===== config.mk =====
export PLATFORM = sky130hd
export DESIGN_NAME = pulse_meter
export DESIGN_NICKNAME = d
export VERILOG_FILES = /design/src/rtl/pulse_meter_pkg.sv /design/src/rtl/pulse_meter_edge_detect.sv /design/src/rtl/pulse_meter.sv
export SDC_FILE = /design/constraint.sdc
export NUM_CORES = 1
export LEC_CHECK = 0
export ABC_AREA = 1
export CAP_MARGIN = 0
export CORE_ASPECT_RATIO = 0.75
export CORE_MARGIN = 1.5
export CORE_UTILIZATION = 35
export CTS_CLUSTER_DIAMETER = 40
export DETAILED_ROUTE_END_ITERATION = 10
export PLACE_DENSITY = 0.59
export SYNTH_ARGS = -nofsm -noshare
export SYNTH_HDL_FRONTEND = slang
export SYNTH_SLANG_ARGS = --single-unit

===== constraint.sdc =====
create_clock -name clock -period 1.7 [get_ports clock]
set_input_delay 0.255 -clock clock [delete_from_list [all_inputs] [get_ports clock]]
set_output_delay 0.255 -clock clock [all_outputs]
set_load 0.005 [all_outputs]

===== src/rtl/pulse_meter_pkg.sv =====
// Shared definitions for the pulse meter: FSM state encoding and the default
// run-length counter width.
package pulse_meter_pkg;

  localparam int CNT_W_DEFAULT = 8;

  localparam logic [1:0] ST_WAIT     = 2'b00;
  localparam logic [1:0] ST_RUN_HIGH = 2'b01;
  localparam logic [1:0] ST_RUN_LOW  = 2'b10;

endpackage


===== src/rtl/pulse_meter_edge_detect.sv =====
// Edge detector for the debounced input: keeps the previous sample and flags
// rising and falling transitions combinationally against the current level.
module edge_detect (
  input  logic i_clock,
  input  logic i_reset,
  input  logic i_sig,
  output logic o_rise,
  output logic o_fall
);

  logic r_sigD;

  // Previous level clears to 0, so a high input right after reset reads as a rise.
  always_ff @(posedge i_clock or negedge i_reset) begin
    if (!i_reset) begin
      r_sigD <= 1'b0;
    end else begin
      r_sigD <= i_sig;
    end
  end

  assign o_rise = i_sig & ~r_sigD;
  assign o_fall = ~i_sig & r_sigD;

endmodule


===== src/rtl/pulse_meter.sv =====
// Measures the length of each completed high pulse or low gap on sig_in and
// presents it through a valid/ready output register with a sticky overrun flag.
module pulse_meter
  import pulse_meter_pkg::*;
#(
  parameter int CNT_W = CNT_W_DEFAULT
) (
  input  logic             clock,
  input  logic             reset,
  input  logic             sig_in,
  output logic [CNT_W-1:0] meas_len,
  output logic             meas_level,
  output logic             meas_sat,
  output logic             meas_valid,
  input  logic             meas_ready,
  output logic             overrun,
  input  logic             ovr_clr
);

  localparam logic [CNT_W-1:0] CNT_ONE = CNT_W'(1);
  localparam logic [CNT_W-1:0] CNT_MAX = '1;

  logic             w_rise;
  logic             w_fall;
  logic [1:0]       r_state;
  logic [1:0]       w_nextState;
  logic [CNT_W-1:0] r_cnt;
  logic [CNT_W-1:0] w_nextCnt;
  logic             r_satFlag;
  logic             w_nextSat;
  logic             w_emit;
  logic             w_emitLevel;
  logic             w_canLoad;
  logic             w_accept;
  logic             w_drop;
  logic [CNT_W-1:0] r_measLen;
  logic             r_measLevel;
  logic             r_measSat;
  logic             r_measValid;
  logic             r_overrun;

  edge_detect u_edge (
    .i_clock (clock),
    .i_reset (reset),
    .i_sig   (sig_in),
    .o_rise  (w_rise),
    .o_fall  (w_fall)
  );

  // The run in progress at reset has an unknown start, so WAIT only arms on an edge.
  always_comb begin
    w_nextState = r_state;
    w_nextCnt   = r_cnt;
    w_nextSat   = r_satFlag;
    w_emit      = 1'b0;
    case (r_state)
      ST_WAIT: begin
        if (w_rise) begin
          w_nextState = ST_RUN_HIGH;
          w_nextCnt   = CNT_ONE;
          w_nextSat   = 1'b0;
        end else if (w_fall) begin
          w_nextState = ST_RUN_LOW;
          w_nextCnt   = CNT_ONE;
          w_nextSat   = 1'b0;
        end
      end
      ST_RUN_HIGH: begin
        if (w_fall) begin
          w_emit      = 1'b1;
          w_nextState = ST_RUN_LOW;
          w_nextCnt   = CNT_ONE;
          w_nextSat   = 1'b0;
        end else if (r_cnt == CNT_MAX) begin
          w_nextSat = 1'b1;
        end else begin
          w_nextCnt = r_cnt + CNT_ONE;
        end
      end
      ST_RUN_LOW: begin
        if (w_rise) begin
          w_emit      = 1'b1;
          w_nextState = ST_RUN_HIGH;
          w_nextCnt   = CNT_ONE;
          w_nextSat   = 1'b0;
        end else if (r_cnt == CNT_MAX) begin
          w_nextSat = 1'b1;
        end else begin
          w_nextCnt = r_cnt + CNT_ONE;
        end
      end
      default: begin
        w_nextState = ST_WAIT;
        w_nextCnt   = '0;
        w_nextSat   = 1'b0;
      end
    endcase
  end

  always_ff @(posedge clock or negedge reset) begin
    if (!reset) begin
      r_state   <= ST_WAIT;
      r_cnt     <= '0;
      r_satFlag <= 1'b0;
    end else begin
      r_state   <= w_nextState;
      r_cnt     <= w_nextCnt;
      r_satFlag <= w_nextSat;
    end
  end

  assign w_emitLevel = (r_state == ST_RUN_HIGH);
  assign w_canLoad   = ~r_measValid | meas_ready;
  assign w_accept    = r_measValid & meas_ready;
  assign w_drop      = w_emit & ~w_canLoad;

  // A result arriving on the same edge the old one is taken replaces it with no bubble.
  always_ff @(posedge clock or negedge reset) begin
    if (!reset) begin
      r_measLen   <= '0;
      r_measLevel <= 1'b0;
      r_measSat   <= 1'b0;
      r_measValid <= 1'b0;
    end else if (w_emit && w_canLoad) begin
      r_measLen   <= r_cnt;
      r_measLevel <= w_emitLevel;
      r_measSat   <= r_satFlag;
      r_measValid <= 1'b1;
    end else if (w_accept) begin
      r_measValid <= 1'b0;
    end
  end

  always_ff @(posedge clock or negedge reset) begin
    if (!reset) begin
      r_overrun <= 1'b0;
    end else if (w_drop) begin
      r_overrun <= 1'b1;
    end else if (ovr_clr) begin
      r_overrun <= 1'b0;
    end
  end

  assign meas_len   = r_measLen;
  assign meas_level = r_measLevel;
  assign meas_sat   = r_measSat;
  assign meas_valid = r_measValid;
  assign overrun    = r_overrun;

endmodule


==> run metrics, run 1 <==
Leakage Power=0.000753 µW; die outline width=~74 µm; placeable core region=approximately 3600 µm²; switching share of total power=35.4%; worst vdd ir=~0.00046 V; crit path launch type=flip-flop; outcome=complete, no violations; vias after detailed routing=between 1000 and 1500; total of hold buffers inserted after clock tree synthesis=0; WP data required=between 1500 and 2000 ps; Sink Count=24; most area-consuming cells after synthesis=dfrtp_1, nand2_1, o21ai_2; first-pass GRT wire length=about 4300 µm; post-synthesis to final-layout area growth=23.5%; post-synthesis net count=between 150 and 200; count of flip-flops with a built-in enable after synthesis=0; post-synthesis sequential area ratio=45.4%; drt first pass iters=4; fill cell instance count of the final layout=roughly 340; standard-cell row count=19; area used by multi-input combinational logic=about 610 µm²; Hold Vio Cnt, Final=0; HPWL after detailed placement=roughly 2000 µm; # port buffers=16; number of design rule violations left after detail routing=0; number of antenna diodes=0; H-tree levels=1; post-detailed-route count of antenna-violating nets=0; Mapped Avg Cell Area=roughly 8.5 µm²; portion of total power attributed to combinational logic=about two fifths; number of violations reported at the end of detailed-routing iteration 0=36; Worst setup startpoint=r_state[0]; GR Util All Layers=approximately 13%; cell area after synthesis=between 1000 and 1500 µm²; leading register cell type out of synthesis=dfrtp_1; maximum clock insertion buffer count=2; clock network fraction of total power=between 20% and 30%; largest net degree at the start of global routing=25; design area=between 1500 and 2000 µm²; switching power=about 720 µW; clk slew on worst S/H paths=around 80 ps; number of global-route vias before repair=approximately 960; clock buffers created by TritonCTS=3; setup repair after global routing missed its margin=false; worst reg2reg startpoint=r_state[0]; dominant cell by count in the synthesized netlist=nand2_1; PwrDens=about 1200 nW/µm²; total length of routed wires=around 2600 µm; Die Ht=roughly 56 µm; CTS tree=done; Ports=17; number of warning messages in the yosys log=0; worst-margin pin slew=approximately 310 ps; antenna violations before repair=0; internal power component=1310 µW; Remaining Overflow, GRT=0; post-route setup TNS=0 ps; total setup violations reported at the end of the flow=0; top cell type's share of synthesized area=45.4%; post-synth top area cell=dfrtp_1; worst setup path class=flip-flop to flip-flop; average wire per standard cell=between 10 and 15 µm; FF+latch count, synth=24; count of buffers added by post-CTS timing repair for setup=0; clock skew=1.40 ps; crit path time final=1560 ps; placer congestion estimate=just over 0.8; Pins Over Slew Limit=0; via/cell ratio=4.57; fraction of the core area covered by cells at the end of the flow=around 45%; maximum frequency from static timing analysis=~0.64 GHz; count of distinct cell types in the synthesized netlist=26; worst-path fanout max=18; min-delay worst type=input pin to async pin; max-slew headroom at the worst pin=79.5%; Async S/R FF share, synth=100%; Final period util=91.6%; initial core utilization=between 30 and 40%; MaxCap Viol Count=0; clock latency on the worst-skew pair=about 260 ps; kind of end point of the critical path=flip-flop; part of the total power dissipated in sequential elements=36.6%; signal arrival time at the worst endpoint=between 1500 and 2000 ps; top cells by instance count after synthesis=nand2_1, dfrtp_1, inv_1, o21ai_2, nand3_1; cell area after placement=1560 µm²; area used by sequential logic in the layout=roughly 600 µm²; Cells after Synth=~160; Total Die Area=between 4000 and 5000 µm²; library cell used as clock root buffer=clkbuf_8; proportion of layout cells with a drive suffix above 1=between 20 and 25%; final-stage net count=around 190
[placed cells by master, fill, tap and decap left out, drive strengths merged, types with 2 or more instances in the layout]
master,Yosys,routed
buf,2,3
inv,25,25
a21oi,5,5
o21ai,19,19
clkbuf,0,3
nand3,10,10
nor2,10,10
nand2,47,47
dfrtp,24,24
clkdlybuf4s50,0,16
o22ai,3,3
ha,5,5
nor3,2,2
[logic make-up (layout without fill, tap and decap cells)]
group,Yosys count,in the layout,synth area share (%)
AO/OA/AOI/OAI,30,30,16.4
buffers and inverters,28,49,9.07
AND/OR/NAND/NOR,69,69,24.5
flip-flops,24,24,45.4
adder cells (fa/ha/maj),5,5,4.73
[metrics by stage]
step	setup slack, ps	cells	power [µW]	hold WS (ps)
2_1_floorplan	273	156	1290	-40.6
3_3_place_gp	80.6	225	1520	469
3_5_place_dp	42.4	225	1530	471
4_1_cts	105	229	2050	354
5_1_grt	36.7	229	2180	379
6_report	143	229	2030	338
[routing by layer]
metal  wire length, µm  track usage (%)
met4                16             2.38
met1              1300             19.1
met5                 0                0
met3               109             3.77
met2              1120             20.8
[sequential cells by signal (all words and copies together) (netlist names)]
register,flops
u_edge.r_sigD,1
r_satFlag,1
r_cnt,8
meas_valid,1
meas_len,8
meas_level,1
overrun,1
r_state,2
meas_sat,1
[worst max-delay path: stages, from the launching register on]
cell and delay [ps]:
dfrtp_1 420, inv_1 110, ha_2 230, inv_2 70, o22ai_4 190, nand3_2 130
buf_12 180, nand2_1 80, o21ai_2 50
[what timing repair did]
item | CTS | global route
setup endpoints to repair | 0 | 2
hold endpoints to repair | 0 | 0
gates resized for setup | 0 | 1
[path summary, 6_finish.rpt]
| path | endpoint | slack (ps) | depth (start not counted) |
|---|---|---|---|
| setup / recovery | meas_len[5] | 140 | 8 |
| max in group asynchronous | meas_len[1] | 1120 | 2 |
| setup reg to reg | meas_len[5] | 140 | 8 |
| hold / removal | r_state[1] | 340 | 2 |
| min in group clock | meas_len[1] | 490 | 2 |
| hold reg to reg | meas_len[1] | 490 | 2 |
[cell type report]
class / instances / share of cell area (%)
inverter: 26 / 5.97
tap: 52 / 3.98
sequential: 24 / 36.7
timing repair buffer: 19 / 11.9
clock buffer: 3 / 2.52
multi-input combinational: 104 / 37.0
clock inverter: 1 / 1.84
[power groups by stage]
stage / clock [µW] / combinational (µW) / sequential (µW)
5_1_grt: 539 / 885 / 756
2_1_floorplan: 0 / 549 / 744
3_5_place_dp: 0 / 784 / 750
3_3_place_gp: 0 / 773 / 750
4_1_cts: 517 / 788 / 742
6_report: 497 / 788 / 742
No activity file was read; power rests on OpenSTA's default activity.
==> inputs of run 2 (changes only) <==
--- a/config.mk
+++ b/config.mk
@@ -12,7 +12,7 @@
 export CORE_UTILIZATION = 35
 export CTS_CLUSTER_DIAMETER = 40
 export DETAILED_ROUTE_END_ITERATION = 10
-export PLACE_DENSITY = 0.59
+export PLACE_DENSITY = 0.61
 export SYNTH_ARGS = -nofsm -noshare
 export SYNTH_HDL_FRONTEND = slang
 export SYNTH_SLANG_ARGS = --single-unit
==> constraint.sdc (replaced) <==
create_clock -name clock -period 1.35 [get_ports clock]
set_input_delay 0.2025 -clock clock [delete_from_list [all_inputs] [get_ports clock]]
set_output_delay 0.2025 -clock clock [all_outputs]
set_load 0.005 [all_outputs]
==> run metrics, run 2 (synthesized netlist as in run 1, its figures left out) <==
internal power component=2100 µW (was 1310 µW); worst setup timing slack at the placement stage=-245 ps (was 42.4 ps); placer congestion estimate=0.917 (was 0.825); final-stage net count=216 (was 188); H-tree levels=1 (unchanged); max-slew headroom at the worst pin=78.9% (was 79.5%); GR Util All Layers=15.4% (was 13.5%); die outline width=74.0 µm (unchanged); part of the total power dissipated in sequential elements=29.2% (was 36.6%); total length of routed wires=3170 µm (was 2550 µm); delay of the slowest cell on the worst path=440 ps (was 420 ps); Sink Count=24 (unchanged); total setup violations reported at the end of the flow=20 (was 0); number of violations reported at the end of detailed-routing iteration 0=69 (was 36); Final period util=107% (was 91.6%); clock latency on the worst-skew pair=270 ps (was 260 ps); switching share of total power=35.4% (about the same); most frequent cells in the layout=nand2_1, buf_4, dfrtp_1 (was nand2_1, dfrtp_1, inv_1); largest net degree at the start of global routing=25 (unchanged); post-detailed-route count of antenna-violating nets=0 (unchanged); crit path time final=1440 ps (was 1560 ps); crit path setup slack, layout=-91.4 ps (was 143 ps); standard-cell row count=19 (unchanged); kind of cell with the highest combined delay on the critical path=flip-flops (unchanged); number of buffer and inverter stages on the critical path=2 (was 3); cell depth of the worst flop-to-flop path=8 (unchanged); post-synthesis to final-layout area growth=48.3% (was 23.5%); average wire per standard cell=12.3 µm (was 11.2 µm); cell area after placement=1670 µm² (was 1560 µm²); WP data required=1510 ps (was 1860 ps); clock buffers created by TritonCTS=3 (unchanged); number of design rule violations left after detail routing=0 (unchanged); worst vdd ir=0.000543 V (was 0.000465 V); portion of total power attributed to combinational logic=51.2% (was 38.9%); vias after detailed routing=1188 (was 1047); fraction of the core area covered by cells at the end of the flow=54.0% (was 45.0%); via/cell ratio=4.62 (was 4.57); Ports=17 (unchanged); clock skew=6.61 ps (was 1.40 ps); outcome=finished, violations left (was complete, no violations); switching power=1150 µW (was 718 µW); number of antenna diodes=0 (unchanged); design area=1960 µm² (was 1640 µm²); worst setup path class=flip-flop to flip-flop (unchanged); CTS tree=done (unchanged); PwrDens=1660 nW/µm² (was 1240 nW/µm²); maximum clock insertion buffer count=2 (unchanged); min-delay worst type=input pin to async pin (unchanged); violated checks=negative setup slack; clk slew on worst S/H paths=90 ps (was 80 ps); number of global-route vias before repair=1137 (was 964); # port buffers=16 (unchanged); worst-path fanout max=4 (was 18); cell with the biggest individual delay on the critical path=dfrtp_2 (was dfrtp_1); most common cell after layout, fill and taps aside=nand2_1 (unchanged); Hold Vio Cnt, Final=0 (unchanged); antenna violations before repair=0 (unchanged); fill cell instance count of the final layout=325 (was 338); setup repair after global routing missed its margin=true (was false); placeable core region=3640 µm² (unchanged); clock network fraction of total power=19.6% (was 24.5%); worst-path cell chain=inv_4 > ha_4 > inv_2 > nand3_1 > nand3_2 > nand2_2 > o21ai_1 > a21oi_1 (was inv_1 > ha_2 > inv_2 > o22ai_4 > nand3_2 > buf_12 > nand2_1 > o21ai_2); signal arrival time at the worst endpoint=1600 ps (was 1720 ps); HPWL after detailed placement=2170 µm (was 1960 µm); Die Ht=56.3 µm (unchanged); MaxCap Viol Count=0 (unchanged); Worst R2R Setup Slack=-90 ps (was 140 ps); maximum frequency from static timing analysis=0.694 GHz (was 0.642 GHz); crit path launch type=flip-flop (unchanged); library cell used as clock root buffer=clkbuf_8 (unchanged); Pins Over Slew Limit=0 (unchanged); FF-to-FF End=r_cnt[1] (was meas_len[5]); first-pass GRT wire length=5020 µm (was 4340 µm); Total Die Area=4160 µm² (unchanged); worst reg2reg startpoint=r_state[0] (unchanged); initial core utilization=36.4% (unchanged); worst-margin pin slew=314 ps (was 308 ps); kind of end point of the critical path=flip-flop (unchanged); Leakage Power=0.00105 µW (was 0.000753 µW); proportion of layout cells with a drive suffix above 1=40.5% (was 21.5%); drt first pass iters=4 (unchanged); Remaining Overflow, GRT=0 (unchanged)
run 2: cell count changes in the layout (fill, tap and decap cells not counted), sizes merged:
cell,previous run,this run
clkdlybuf4s50,16,7
buf,3,31
dlymetal6s2s,0,6
dlygate4sd2,0,3
run 2: power groups by stage:
stage	clock, µW	sequential (µW)	combinational [µW]
2_1_floorplan	0	947	712
3_3_place_gp	0	945	1200
3_5_place_dp	0	953	1230
4_1_cts	652	938	1300
5_1_grt	682	961	1810
6_report	638	950	1670
run 2: stage by stage:
| stage | hold WS, ps | cells | setup TNS, ps | power (µW) |
|---|---|---|---|---|
| final | 275 | 257 | -1090 | 3250 |
| after CTS | 292 | 245 | -1150 | 2890 |
| after floorplan | -93.1 | 156 | 0 | 1660 |
| after global placement | 466 | 237 | -4000 | 2140 |
| after global routing | 309 | 257 | -2730 | 3450 |
| after detailed placement | 470 | 237 | -4470 | 2190 |
run 2: worst register-to-register path: stages, from the launching register on:
cell	delay, ps
dfrtp_2	440
inv_4	60
ha_4	160
inv_2	80
nand3_1	180
nand3_2	150
nand2_2	90
o21ai_1	110
a21oi_1	60
run 2: worst max path at each step:
stage | from | to | slack [ps] | cells after the start
floorplan | r_state[0] | meas_len[5] | 10 | 8
global placement | sig_in | meas_len[5] | -210 | 8
detailed placement | sig_in | meas_len[6] | -240 | 8
CTS | r_state[1] | meas_len[6] | -80 | 8
global route | r_state[0] | r_cnt[0] | -170 | 9
finish | r_state[0] | r_cnt[1] | -90 | 8
run 2: area by class of cell:
cell class	instances	area (µm²)	area share (%)
multi-input combinational	104	688	35.1
tap	52	65.1	3.31
clock inverter	1	30.0	1.53
sequential	24	602	30.7
clock buffer	3	41.3	2.10
inverter	26	105	5.35
timing repair buffer	47	432	22.0
run 2: metal layers:
layer / global-route usage, % / up-vias / wire, µm / share of wire (%)
met2: 23.3 / 24 / 1520 / 48
met5: 0 / - / 0 / 0
met3: 2.87 / 2 / 100 / 3.2
met1: 22.8 / 567 / 1530 / 48
met4: 3.70 / 0 / 20 / 0.63
li1: - / 595 / - / -
run 2: repair_timing:
item | CTS | global route
resized for setup | 5 | 31
setup buffers | 4 | 12
hold buffers | 0 | 0
hold endpoints to repair | 0 | 0
pin swaps | 0 | 6
endpoints found under the setup margin | 23 | 32
